### config.mk
export PLATFORM = sky130hd
export DESIGN_NAME = rs232_avm_responder_flat
export DESIGN_NICKNAME = d
export VERILOG_FILES = /design/src/rtl/rs232_avm_responder_if.sv /design/src/rtl/rs232_avm_responder.sv /design/src/flat_wrapper.sv
export SDC_FILE = /design/constraint.sdc
export NUM_CORES = 1
export LEC_CHECK = 0
export CELL_PAD_IN_SITES_DETAIL_PLACEMENT = 1
export CELL_PAD_IN_SITES_GLOBAL_PLACEMENT = 1
export CORE_MARGIN = 10
export CORE_UTILIZATION = 47
export CTS_CLUSTER_DIAMETER = 80
export CTS_CLUSTER_SIZE = 14
export DETAILED_ROUTE_END_ITERATION = 8
export GPL_ROUTABILITY_DRIVEN = 0
export PLACE_DENSITY = 0.75
export SLEW_MARGIN = 40
export SYNTH_ARGS = -nofsm -noshare
export SYNTH_HDL_FRONTEND = slang
export SYNTH_SLANG_ARGS = --single-unit
### constraint.sdc
create_clock -name avm_clk -period 36.1 [get_ports avm_clk]
set_input_delay 10.83 -clock avm_clk [delete_from_list [all_inputs] [get_ports avm_clk]]
set_output_delay 10.83 -clock avm_clk [all_outputs]
set_load 0.005 [all_outputs]
### src/rtl/rs232_avm_responder_if.sv
// rtl/rs232_avm_responder_if.sv - Avalon-MM slave bus bundle for the RS232 register responder
interface rs232_avm_responder_if;
   logic [4:0]  avs_address;
   logic        avs_read;
   logic        avs_write;
   logic [31:0] avs_writedata;
   logic [31:0] avs_readdata;
   logic        avs_waitrequest;

   modport master (
      output avs_address, avs_read, avs_write, avs_writedata,
      input  avs_readdata, avs_waitrequest
   );

   modport slave (
      input  avs_address, avs_read, avs_write, avs_writedata,
      output avs_readdata, avs_waitrequest
   );
endinterface

### src/rtl/rs232_avm_responder.sv
// rtl/rs232_avm_responder.sv - RS232 RX/TX/STATUS register map over Avalon-MM with byte-stream FIFOs
// All register side effects happen on the edge that enters ACK, together with the readdata capture.
module rs232_avm_responder #(
   parameter int RX_DEPTH    = 16,
   parameter int TX_DEPTH    = 16,
   parameter int WAIT_CYCLES = 0
) (
   input  logic                 avm_clk,
   input  logic                 avm_rst,
   rs232_avm_responder_if.slave avs,
   input  logic                 rx_valid,
   input  logic [7:0]           rx_data,
   output logic                 rx_ready,
   output logic                 tx_valid,
   output logic [7:0]           tx_data,
   input  logic                 tx_ready
);
   localparam int RX_AW = $clog2(RX_DEPTH);
   localparam int TX_AW = $clog2(TX_DEPTH);
   localparam logic [RX_AW:0] RX_FULL = (RX_AW+1)'(RX_DEPTH);
   localparam logic [RX_AW:0] RX_ONE  = (RX_AW+1)'(1);
   localparam logic [TX_AW:0] TX_FULL = (TX_AW+1)'(TX_DEPTH);
   localparam logic [TX_AW:0] TX_ONE  = (TX_AW+1)'(1);
   localparam logic [3:0] WAIT_LAST = 4'((WAIT_CYCLES > 0) ? WAIT_CYCLES - 1 : 0);
   localparam logic [4:0] ADDR_RX = 5'd0;
   localparam logic [4:0] ADDR_TX = 5'd4;
   localparam logic [4:0] ADDR_ST = 5'd8;

   typedef enum logic [1:0] {S_IDLE, S_WAIT, S_ACK} state_t;

   state_t          state_q, state_d;
   logic [3:0]      wait_cnt_q, wait_cnt_d;
   logic            cmd_rd_q, cmd_rd_d, cmd_wr_q, cmd_wr_d;
   logic [4:0]      cmd_addr_q, cmd_addr_d;
   logic [31:0]     readdata_q, readdata_d;
   logic            tx_ovf_q, tx_ovf_d;
   logic [7:0]      rx_mem_q [RX_DEPTH];
   logic [7:0]      rx_mem_d [RX_DEPTH];
   logic [RX_AW-1:0] rx_wr_q, rx_wr_d, rx_rd_q, rx_rd_d;
   logic [RX_AW:0]  rx_cnt_q, rx_cnt_d;
   logic [7:0]      tx_mem_q [TX_DEPTH];
   logic [7:0]      tx_mem_d [TX_DEPTH];
   logic [TX_AW-1:0] tx_wr_q, tx_wr_d, tx_rd_q, tx_rd_d;
   logic [TX_AW:0]  tx_cnt_q, tx_cnt_d;

   logic            cur_rd, cur_wr, enter_ack;
   logic [4:0]      cur_addr;
   logic            rx_push, rx_pop, tx_push, tx_pop, ovf_set, ovf_clr;
   logic            unused_wdata;

   assign rx_ready             = (rx_cnt_q != RX_FULL);
   assign tx_valid             = (tx_cnt_q != '0);
   assign tx_data              = tx_mem_q[tx_rd_q];
   assign avs.avs_waitrequest  = (state_q != S_ACK);
   assign avs.avs_readdata     = readdata_q;
   assign unused_wdata         = ^avs.avs_writedata[31:8];

   always_comb begin
      state_d    = state_q;
      wait_cnt_d = wait_cnt_q;
      cmd_rd_d   = cmd_rd_q;
      cmd_wr_d   = cmd_wr_q;
      cmd_addr_d = cmd_addr_q;
      readdata_d = 32'h0;
      cur_rd     = cmd_rd_q;
      cur_wr     = cmd_wr_q;
      cur_addr   = cmd_addr_q;

      case (state_q)
         S_IDLE: begin
            if (avs.avs_read || avs.avs_write) begin
               cmd_rd_d   = avs.avs_read;
               cmd_wr_d   = avs.avs_write & ~avs.avs_read;
               cmd_addr_d = avs.avs_address;
               cur_rd     = cmd_rd_d;
               cur_wr     = cmd_wr_d;
               cur_addr   = cmd_addr_d;
               wait_cnt_d = 4'd0;
               state_d    = (WAIT_CYCLES == 0) ? S_ACK : S_WAIT;
            end
         end
         S_WAIT: begin
            wait_cnt_d = wait_cnt_q + 4'd1;
            if (wait_cnt_q == WAIT_LAST) state_d = S_ACK;
         end
         S_ACK:   state_d = S_IDLE;
         default: state_d = S_IDLE;
      endcase

      // ACK is only ever entered from IDLE or WAIT, so this is exactly the accept edge
      enter_ack = (state_d == S_ACK);
      rx_pop    = enter_ack & cur_rd & (cur_addr == ADDR_RX) & (rx_cnt_q != '0);
      ovf_clr   = enter_ack & cur_rd & (cur_addr == ADDR_ST);
      tx_push   = enter_ack & cur_wr & (cur_addr == ADDR_TX) & (tx_cnt_q != TX_FULL);
      ovf_set   = enter_ack & cur_wr & (cur_addr == ADDR_TX) & (tx_cnt_q == TX_FULL);
      rx_push   = rx_valid & rx_ready;
      tx_pop    = tx_valid & tx_ready;
      tx_ovf_d  = (tx_ovf_q & ~ovf_clr) | ovf_set;

      if (enter_ack && cur_rd) begin
         if (cur_addr == ADDR_RX && rx_cnt_q != '0)
            readdata_d = {24'h0, rx_mem_q[rx_rd_q]};
         else if (cur_addr == ADDR_ST)
            readdata_d = {24'h0, rx_cnt_q != '0, tx_cnt_q != TX_FULL, 5'b0, tx_ovf_q};
      end

      rx_mem_d = rx_mem_q;
      rx_wr_d  = rx_wr_q;
      rx_rd_d  = rx_rd_q;
      rx_cnt_d = rx_cnt_q;
      if (rx_push) begin
         rx_mem_d[rx_wr_q] = rx_data;
         rx_wr_d           = rx_wr_q + 1'b1;
      end
      if (rx_pop) rx_rd_d = rx_rd_q + 1'b1;
      case ({rx_push, rx_pop})
         2'b10:   rx_cnt_d = rx_cnt_q + RX_ONE;
         2'b01:   rx_cnt_d = rx_cnt_q - RX_ONE;
         default: rx_cnt_d = rx_cnt_q;
      endcase

      tx_mem_d = tx_mem_q;
      tx_wr_d  = tx_wr_q;
      tx_rd_d  = tx_rd_q;
      tx_cnt_d = tx_cnt_q;
      if (tx_push) begin
         tx_mem_d[tx_wr_q] = avs.avs_writedata[7:0];
         tx_wr_d           = tx_wr_q + 1'b1;
      end
      if (tx_pop) tx_rd_d = tx_rd_q + 1'b1;
      case ({tx_push, tx_pop})
         2'b10:   tx_cnt_d = tx_cnt_q + TX_ONE;
         2'b01:   tx_cnt_d = tx_cnt_q - TX_ONE;
         default: tx_cnt_d = tx_cnt_q;
      endcase
   end

   always_ff @(posedge avm_clk or posedge avm_rst) begin
      if (avm_rst) begin
         state_q    <= S_IDLE;
         wait_cnt_q <= 4'd0;
         cmd_rd_q   <= 1'b0;
         cmd_wr_q   <= 1'b0;
         cmd_addr_q <= 5'd0;
         readdata_q <= 32'h0;
         tx_ovf_q   <= 1'b0;
         rx_mem_q   <= '{default: 8'h00};
         rx_wr_q    <= '0;
         rx_rd_q    <= '0;
         rx_cnt_q   <= '0;
         tx_mem_q   <= '{default: 8'h00};
         tx_wr_q    <= '0;
         tx_rd_q    <= '0;
         tx_cnt_q   <= '0;
      end else begin
         state_q    <= state_d;
         wait_cnt_q <= wait_cnt_d;
         cmd_rd_q   <= cmd_rd_d;
         cmd_wr_q   <= cmd_wr_d;
         cmd_addr_q <= cmd_addr_d;
         readdata_q <= readdata_d;
         tx_ovf_q   <= tx_ovf_d;
         rx_mem_q   <= rx_mem_d;
         rx_wr_q    <= rx_wr_d;
         rx_rd_q    <= rx_rd_d;
         rx_cnt_q   <= rx_cnt_d;
         tx_mem_q   <= tx_mem_d;
         tx_wr_q    <= tx_wr_d;
         tx_rd_q    <= tx_rd_d;
         tx_cnt_q   <= tx_cnt_d;
      end
   end
endmodule

### src/flat_wrapper.sv
// flat-port wrapper written by rule: the top's interface ports become plain ports
module rs232_avm_responder_flat 
#(
   parameter int RX_DEPTH    = 16,
   parameter int TX_DEPTH    = 16,
   parameter int WAIT_CYCLES = 0
)
  (avm_clk, avm_rst, rx_valid, rx_data, rx_ready, tx_valid, tx_data, tx_ready, avs_avs_address, avs_avs_read, avs_avs_write, avs_avs_writedata, avs_avs_readdata, avs_avs_waitrequest);
  rs232_avm_responder_if avs_i ();
  input  logic avm_clk;
  input  logic avm_rst;
  input  logic rx_valid;
  input  logic [7:0] rx_data;
  output logic rx_ready;
  output logic tx_valid;
  output logic [7:0] tx_data;
  input  logic tx_ready;
  input wire logic [$bits(avs_i.avs_address)-1:0] avs_avs_address;
  input wire logic [$bits(avs_i.avs_read)-1:0] avs_avs_read;
  input wire logic [$bits(avs_i.avs_write)-1:0] avs_avs_write;
  input wire logic [$bits(avs_i.avs_writedata)-1:0] avs_avs_writedata;
  output wire logic [$bits(avs_i.avs_readdata)-1:0] avs_avs_readdata;
  output wire logic [$bits(avs_i.avs_waitrequest)-1:0] avs_avs_waitrequest;
  assign avs_i.avs_address = avs_avs_address;
  assign avs_i.avs_read = avs_avs_read;
  assign avs_i.avs_write = avs_avs_write;
  assign avs_i.avs_writedata = avs_avs_writedata;
  assign avs_avs_readdata = avs_i.avs_readdata;
  assign avs_avs_waitrequest = avs_i.avs_waitrequest;
  rs232_avm_responder #(.RX_DEPTH(RX_DEPTH), .TX_DEPTH(TX_DEPTH), .WAIT_CYCLES(WAIT_CYCLES)) u_core (.avm_clk(avm_clk), .avm_rst(avm_rst), .avs(avs_i), .rx_valid(rx_valid), .rx_data(rx_data), .rx_ready(rx_ready), .tx_valid(tx_valid), .tx_data(tx_data), .tx_ready(tx_ready));
endmodule
==> results.cfg, run 1 <==
[finish]
mostFrequentLayoutCells = dfrtp_1 (302), mux2_2 (244), mux4_2 (77), clkdlybuf4s50_1 (45), nand2_1 (29)
post_layout_nonfiller_instances = 1354
nFillCells = 2797
layout-area-overhead-vs-synth_pct = 9.37
finalNetCount = 1036
antennaDiodeCount = 0
mostFrequentLayoutCell = dfrtp_1
layout-drive-gt1-share_pct = 40.9
design_area_um2 = 15700
fin_util_pct = 52.5

[timing]
holdWs_ns = 0.493
finalSetupViolCount = 0
layout_worst_path_cycle_share_pct = 38.5
final.setup.tns_ns = 0
tightest_slew_ns = 0.771
smallest_setup_slack_after_layout_ns = 22.22
grt_setup_unrepaired = no
max_freq_ghz = 0.0720
min_period_ns = 13.88
hold_viol = 0
timing.final.max_slew_violations = 0
relSlewSlack_pct = 48.6
worst_clock_skew_ns = 0.00841

[worst_setup_path]
crit_buf_inv = 2
cp_common_cell = mux4_2
critical_path.cell_chain = buf_4 -> mux4_2 -> mux4_2 -> clkdlybuf4s50_1
maximum_net_fanout_on_the_critical_path = 35
worst_setup_path_end_kind = output port
crit_arrival_ns = 3.05
critical_path.max_stage_delay_ns = 0.61
critical_path.top_delay_family = multiplexers
required_ns = 25.27
crit_path_category = flip-flop to output port
cp-start-kind = flip-flop
slowest_stage = mux4_2

[clock_network]
cts_tree = yes
numCtsBuffers = 25
clk_pin_slew_ns = 0.07
h-tree-depth = 1
post_cts.resized_instances = 0
cts_root_buffer = clkbuf_16
post-cts-setup-buffers = 0
worst_skew_pair.late_latency_ns = 0.53
cts-hold-fix-buffers = 0
max-clock-path-buffers = 3
clock_sink_count = 304

[detailed_routing]
ant_nets = 0
routed_vias = 7732
wire_per_inst_um = 21.7
initialDrtViolationCount = 339
routed_wirelength_um = 29400
firstDrtPassIters = 4
drc = 0
routed_via_density = 5.71

[floorplanning]
core.rowCount = 63
dieArea_um2 = 37900
start_util_pct = 48.0
ios = 94
die_x_um = 195
die_h_um = 195
standard_cell_core_area_um2 = 29900

[yosys]
synth_seq_cells = 304
synthFlopType = dfrtp_1
seq_area_frac_synth_pct = 53.0
avgSynthCellArea_um2 = 15.3
synthesis.instances = 941
synth_warnings = 0
post_synth_num_cell_types = 49
netlist_area_um2 = 14400
synth_enable_flop_cells = 0
async_flop_share_pct = 100

[grt]
grt_max_degree = 103
number_of_antenna_violations_at_the_first_check_in_global_routing = 0
via_count_of_the_first_global_routing_pass = 8473
globalRoute.totalOverflow = 0
globalRouteMet1Util_pct = 20.2
grt.total_usage_pct = 15.4
use_met3_pct = 2.13
gr-max-usage-layer = met2
globalRouteMet2Util_pct = 26.9
wire_length_of_the_first_global_routing_pass_um = 48100

[pwr]
cellPowerDensity_nw_per_um2 = 64.8
vdd_drop_max_mv = 0.0517
cellLeakagePower_nw = 7.23
p_total_mw = 1.02

[hold_path]
worst_hold_path_type = flip-flop to flip-flop

[job]
maxCapViolations = 0

[placement]
port_buffers = 45
place_area_um2 = 15000
placed_cells_incl_taps = 1326
post-place-ws_ns = 21.71
hpwl_um = 19800

[outcome]
status = finished, final reports clean
-- kinds of logic after synthesis --
group | count (synthesis) | synth area share, %
buffers and inverters | 96 | 3.40
AOI/OAI and AO/OA | 34 | 1.46
and+or+nand+nor | 121 | 5.55
other | 1 | 0.0261
DFF | 304 | 53.0
xor gates and xnor gates | 21 | 1.28
muxes | 342 | 33.3
adders and majority gates | 22 | 2.02
-- path summary, 6_finish.rpt --
kind | start | end | slack [ns] | depth (start not counted)
worst max register to register | u_core.wait_cnt_q[0] | u_core.rx_cnt_q[4] | 32.17 | 13
min in group asynchronous | avm_rst | u_core.avs.avs_readdata[2] | 10.81 | 2
max in group asynchronous | avm_rst | u_core.rx_rd_q[0] | 24.14 | 3
worst max-delay path | u_core.tx_rd_q[0] | tx_data[7] | 22.22 | 4
worst min-delay path | u_core.rx_cnt_q[4] | u_core.rx_cnt_q[4] | 0.49 | 1
worst min register to register | u_core.rx_cnt_q[4] | u_core.rx_cnt_q[4] | 0.49 | 1
-- per-layer routing --
| layer | wire length [um] | share of wire (%) | up-vias |
|---|---|---|---|
| li1 | - | - | 3467 |
| met1 | 13100 | 44 | 4165 |
| met2 | 15100 | 51 | 76 |
| met3 | 771 | 2.6 | 24 |
| met4 | 459 | 1.6 | 0 |
| met5 | 0 | 0 | - |
-- layout make-up --
cell class / instances / area, um^2 / share of cell area, %
Sequential cell: 304 / 7610 / 48.5
Timing Repair Buffer: 53 / 522 / 3.32
Multi-Input combinational cell: 564 / 6350 / 40.5
Clock inverter: 1 / 30.0 / 0.191
Tap cell: 390 / 488 / 3.11
Inverter: 15 / 63.8 / 0.407
Clock buffer: 27 / 633 / 4.03
-- synth_stat cells, types with 2 or more instances --
master      n  area (um^2)
and3_1      3         18.8
a21oi_1     7         35.0
nand4_1     9         56.3
mux2_4     16          240
nor4_1      3         18.8
a211oi_1    2         15.0
inv_1      15         56.3
a22o_1      2         17.5
nand3_1    19         95.1
nor2b_1     8         50.1
clkbuf_1   38          143
and4_1      2         17.5
xnor2_1    12          105
nor3_1      5         25.0
a21o_1      3         22.5
mux2i_1     4         40.0
nand4_4     6          128
nor3b_1     2         15.0
ha_1       20          250
xor2_1      9         78.8
nand2_1    29          109
mux4_2     77         1730
dfrtp_1   304         7610
mux2_2    244         2750
buf_1      10         37.5
nor2_1      8         30.0
and2_1     10         62.6
buf_4      26          195
buf_2       5         25.0
nand4_2     8          100
nand2b_1    3         18.8
fa_1        2         40.0
o21ai_0    14         70.1
-- state kept, by name, indices dropped and copies added (netlist names), 4 cells and up --
name                     cells
u_core.avs.avs_readdata      8
u_core.cmd_addr_q            5
u_core.rx_cnt_q              5
u_core.rx_mem_q            128
u_core.rx_rd_q               4
u_core.rx_wr_q               4
u_core.tx_cnt_q              5
u_core.tx_mem_q            128
u_core.tx_rd_q               4
u_core.tx_wr_q               4
u_core.wait_cnt_q            4
-- where the power goes --
part           internal, mW  leakage, nW  switching (mW)
sequential            0.427         3.98          0.0569
combinational         0.165         2.92           0.123
clock                 0.130        0.325           0.115
total                 0.722         7.22           0.295
Power figures use the tool's default switching activity.
==> run 2: changes to the inputs <==
- CORE_UTILIZATION: 47 -> 45
- clock period: 36.1 -> 11.5 ns (I/O delays scaled with it)
==> run 2 against run 1 <==
Against the previous run: register-to-register slack worse by 25 ns; cell count rose by 1.4%; count of clock-buffer cells in the layout up 3; via count rose by 1.0%; first-iteration DRC count down 10%; combinational power grew to 3.2 times the previous value; global-route usage barely moved.
==> results.cfg, run 2 (same netlist as run 1, synthesis figures left out) <==
[floorplanning]
start_util_pct = 45.6
ios = 94
core.rowCount = 65
dieArea_um2 = 39400
die_h_um = 199
standard_cell_core_area_um2 = 31500
die_x_um = 199

[timing]
tightest_slew_ns = 0.840
min_period_ns = 6.64
grt_setup_unrepaired = no
relSlewSlack_pct = 43.7
final.setup.tns_ns = 0
hold_viol = 0
layout_worst_path_cycle_share_pct = 57.7
finalSetupViolCount = 0
max_freq_ghz = 0.151
worst_clock_skew_ns = 0.0134
timing.final.max_slew_violations = 0

[grt]
via_count_of_the_first_global_routing_pass = 8682
wire_length_of_the_first_global_routing_pass_um = 48900
globalRouteMet2Util_pct = 27.6
grt.total_usage_pct = 15.5
globalRouteMet1Util_pct = 19.8
globalRoute.totalOverflow = 0
grt_max_degree = 149
use_met3_pct = 1.88
gr-max-usage-layer = met2
number_of_antenna_violations_at_the_first_check_in_global_routing = 0

[finish]
layout-area-overhead-vs-synth_pct = 10.5
antennaDiodeCount = 0
mostFrequentLayoutCell = dfrtp_1
finalNetCount = 1040
mostFrequentLayoutCells = dfrtp_1 (302), mux2_2 (244), mux4_2 (77), clkdlybuf4s50_1 (45), nand2_1 (29)
nFillCells = 2989
layout-drive-gt1-share_pct = 41.3

[worst_setup_path]
worst_setup_path_end_kind = flip-flop
crit_arrival_ns = 7.05
maximum_net_fanout_on_the_critical_path = 10
minimum_setup_slack_among_reg_to_reg_paths_ns = 7.49
cp-start-kind = input pin
critical_path.max_stage_delay_ns = 0.80
required_ns = 11.92
crit_path_category = input pin to flip-flop
slowest_stage = nor3b_2
critical_path.cell_chain = clkdlybuf4s50_1 -> or3_1 -> nor3_1 -> o2111ai_1 -> nor3b_2 -> ha_1 -> ha_1 -> a21o_1 -> a21oi_1 -> xor2_1 -> nor2_1 -> xor2_1

[detailed_routing]
routed_via_density = 5.69
drc = 0
firstDrtPassIters = 4
ant_nets = 0
routed_wirelength_um = 29700
wire_per_inst_um = 21.7
initialDrtViolationCount = 304
routed_vias = 7810

[hold_path]
worst_hold_path_type = flip-flop to flip-flop

[pwr]
p_total_mw = 3.24
cellLeakagePower_nw = 7.29
cellPowerDensity_nw_per_um2 = 205
vdd_drop_max_mv = 0.161

[clock_network]
max-clock-path-buffers = 3
worst_skew_pair.late_latency_ns = 0.53
cts_tree = yes
cts_root_buffer = clkbuf_16
post_cts.resized_instances = 0
numCtsBuffers = 26
h-tree-depth = 1
cts-hold-fix-buffers = 0
clk_pin_slew_ns = 0.07
post-cts-setup-buffers = 0
clock_sink_count = 304

[placement]
hpwl_um = 19800
port_buffers = 45

[outcome]
status = finished, final reports clean

[job]
maxCapViolations = 0
==> run 2: changes by cell type in the layout (fill, tap and decap cells not counted), sizes merged <==
cell,previous run,this run
clkinv,0,1
buf,8,11
inv,15,14
clkinvlp,0,1
clkbuf,27,30
==> run 2: report_power, final <==
part | switching [mW] | total [mW] | internal (mW)
Combinational | 0.394 | 0.914 | 0.521
Sequential | 0.170 | 1.51 | 1.34
Clock | 0.378 | 0.819 | 0.441
Total | 0.942 | 3.24 | 2.30
==> run 2: layer usage <==
layer	vias to the layer above	share of wire, %
met3	28	2.3
met2	80	53
met5	-	0
met4	0	1.4
met1	4234	43
li1	3468	-
==> run 2: worst paths after layout <==
check	startpoint	to	cells after the start
min	u_core.rx_cnt_q[4]	u_core.rx_cnt_q[4]	1
max in group asynchronous	avm_rst	u_core.rx_rd_q[0]	4
min reg2reg	u_core.rx_cnt_q[4]	u_core.rx_cnt_q[4]	1
max	avs_avs_address[0]	u_core.rx_cnt_q[4]	12
min in group asynchronous	avm_rst	u_core.tx_cnt_q[0]	2
max reg2reg	u_core.wait_cnt_q[0]	u_core.rx_cnt_q[4]	13
==> run 2: worst max-delay path, delay by kind of cell <==
kind	cells	cell delay, ns
buf+inv	1	0.42
compound gates	3	0.69
simple gates	4	1.43
fa+ha+maj	2	0.74
xor+xnor	2	0.30
==> run 2: layout make-up <==
cell class / instances / area (um^2) / area share, %
timing repair buffer: 56 / 609 / 3.84
tap: 402 / 503 / 3.17
sequential: 304 / 7610 / 48.0
clock buffer: 30 / 687 / 4.33
multi-input combinational: 564 / 6350 / 40.0
clock inverter: 2 / 46.3 / 0.292
inverter: 15 / 60.1 / 0.379
==> run 2: per-stage QoR <==
stage | utilization, % | setup slack, ns | hold slack [ns] | std cells | area [um^2]
2_1_floorplan | - | 4.01 | 0.454 | 964 | 14400
3_3_place_gp | 47.8 | 4.29 | 0.477 | 1338 | 15000
4_1_cts | 50.3 | 4.83 | 0.493 | 1372 | 15800
5_1_grt | 50.4 | 4.67 | 0.504 | 1373 | 15900
6_report | 50.4 | 4.86 | 0.486 | 1373 | 15900
3_5_place_dp | 48.0 | 4.28 | 0.482 | 1340 | 15100
==> run 3: changes to the inputs <==
- clock period: 11.5 -> 5.7 ns (I/O delays scaled with it)
==> run 3 against run 2 <==
Against the previous run: power grew 100%; first-iteration DRC count grew 36%; sequential cell count is the same; register-to-register slack lost 5.2 ns.
==> results.cfg, run 3 (same netlist as run 1, synthesis figures left out) <==
[outcome]
status = finished, final reports clean

[timing]
timing.final.max_slew_violations = 0
worst_clock_skew_ns = 0.0151
relSlewSlack_pct = 50.0
smallest_setup_slack_after_layout_ns = 0.802
hold_viol = 0
max_freq_ghz = 0.204
layout_worst_path_cycle_share_pct = 85.9
tightest_slew_ns = 0.750
finalSetupViolCount = 0
grt_setup_unrepaired = no
min_period_ns = 4.90

[clock_network]
max-clock-path-buffers = 3
numCtsBuffers = 26
post-cts-setup-buffers = 0
clk_pin_slew_ns = 0.07
h-tree-depth = 1
cts-hold-fix-buffers = 0
clock_sink_count = 304
cts_root_buffer = clkbuf_16
post_cts.resized_instances = 0
worst_skew_pair.late_latency_ns = 0.53
cts_tree = yes

[finish]
layout-drive-gt1-share_pct = 41.3
mostFrequentLayoutCell = dfrtp_1
mostFrequentLayoutCells = dfrtp_1 (302), mux2_2 (244), mux4_2 (77), clkdlybuf4s50_1 (45), nand2_1 (29)
layout-area-overhead-vs-synth_pct = 10.1
nFillCells = 2997
antennaDiodeCount = 0
finalNetCount = 1042

[worst_setup_path]
endpoint_of_the_lowest_slack_register_to_register_path = u_core.rx_cnt_q[4]
rr_worst_depth = 13
crit_path_category = flip-flop to output port
startpoint = u_core.tx_rd_q[0]
maximum_net_fanout_on_the_critical_path = 18
rr_startpoint = u_core.wait_cnt_q[0]
cp-start-kind = flip-flop
worst_setup_path_end_kind = output port
required_ns = 3.99
minimum_setup_slack_among_reg_to_reg_paths_ns = 2.26
crit_arrival_ns = 3.19

[floorplanning]
die_h_um = 199
die_x_um = 199
ios = 94
core.rowCount = 65
start_util_pct = 45.6
dieArea_um2 = 39400
standard_cell_core_area_um2 = 31500

[detailed_routing]
routed_vias = 7775
ant_nets = 0
initialDrtViolationCount = 413
firstDrtPassIters = 4
routed_via_density = 5.66
wire_per_inst_um = 21.8
routed_wirelength_um = 30000
drc = 0

[grt]
globalRoute.totalOverflow = 0
grt.total_usage_pct = 15.5
grt_max_degree = 97
via_count_of_the_first_global_routing_pass = 8615
wire_length_of_the_first_global_routing_pass_um = 48800
number_of_antenna_violations_at_the_first_check_in_global_routing = 0

[hold_path]
critical_hold_path_startpoint = u_core.wait_cnt_q[3]
whs_path_depth = 1
worst_hold_path_type = flip-flop to flip-flop
worstHoldEndpoint = u_core.wait_cnt_q[3]

[pwr]
vdd_drop_max_mv = 0.269
cellLeakagePower_nw = 7.27
p_total_mw = 6.53
cellPowerDensity_nw_per_um2 = 413

[placement]
post-place-ws_ns = 0.809
port_buffers = 45
hpwl_um = 20400

[job]
maxCapViolations = 0
==> run 3: cell types whose count changed in the layout (fill, tap and decap cells not counted), sizes merged <==
cell	before	now
clkbuf	30	29
buf	11	13
inv	14	15
bufinv	1	0
==> run 3: cell type report <==
cell class | count | area, um^2 | share of cell area, %
multi-input cells | 564 | 6340 | 40.1
repair buffers | 58 | 584 | 3.70
clock inverters | 2 | 25.0 | 0.158
flip-flops and latches | 304 | 7610 | 48.1
clock buffers | 29 | 683 | 4.32
well taps | 402 | 503 | 3.18
inverters | 15 | 60.1 | 0.380
==> run 3: per-layer routing <==
metal	global-route usage [%]	vias to the layer above	wire, um
li1	-	3456	-
met1	19.5	4213	13000
met2	28.0	75	15900
met3	1.99	31	677
met4	2.80	0	410
met5	0	-	0
==> run 3: critical path: stages (launching register included) <==
cell             delay [ns]
dfrtp_2                0.78
buf_4                  0.35
mux4_2                 0.55
mux4_2                 0.49
clkdlybuf4s50_1        0.48
==> run 3: stage by stage <==
step	hold slack (ns)	instances	area [um^2]	util, %	setup TNS (ns)
global placement	0.471	1342	15100	47.9	0
floorplan	0.454	964	14400	-	-16.11
finish	0.499	1374	15800	50.2	0
CTS	0.503	1374	15800	50.2	0
detailed placement	0.481	1343	15100	48.0	0
global route	0.515	1374	15800	50.2	0
==> run 3: worst max path at each step <==
stage | to | slack, ns | depth (start not counted)
global route | tx_data[6] | 0.62 | 4
detailed placement | u_core.tx_cnt_q[4] | 0.81 | 12
finish | tx_data[6] | 0.80 | 4
CTS | tx_data[6] | 0.71 | 4
global placement | u_core.rx_cnt_q[4] | 0.88 | 12
floorplan | u_core.avs.avs_readdata[0] | -0.05 | 1
==> run 3: power breakdown <==
part / switching, mW / leakage, nW / total (mW) / internal, mW
clock: 0.759 / 0.347 / 1.60 / 0.844
combinational: 0.767 / 2.95 / 1.82 / 1.05
sequential: 0.398 / 3.98 / 3.10 / 2.71
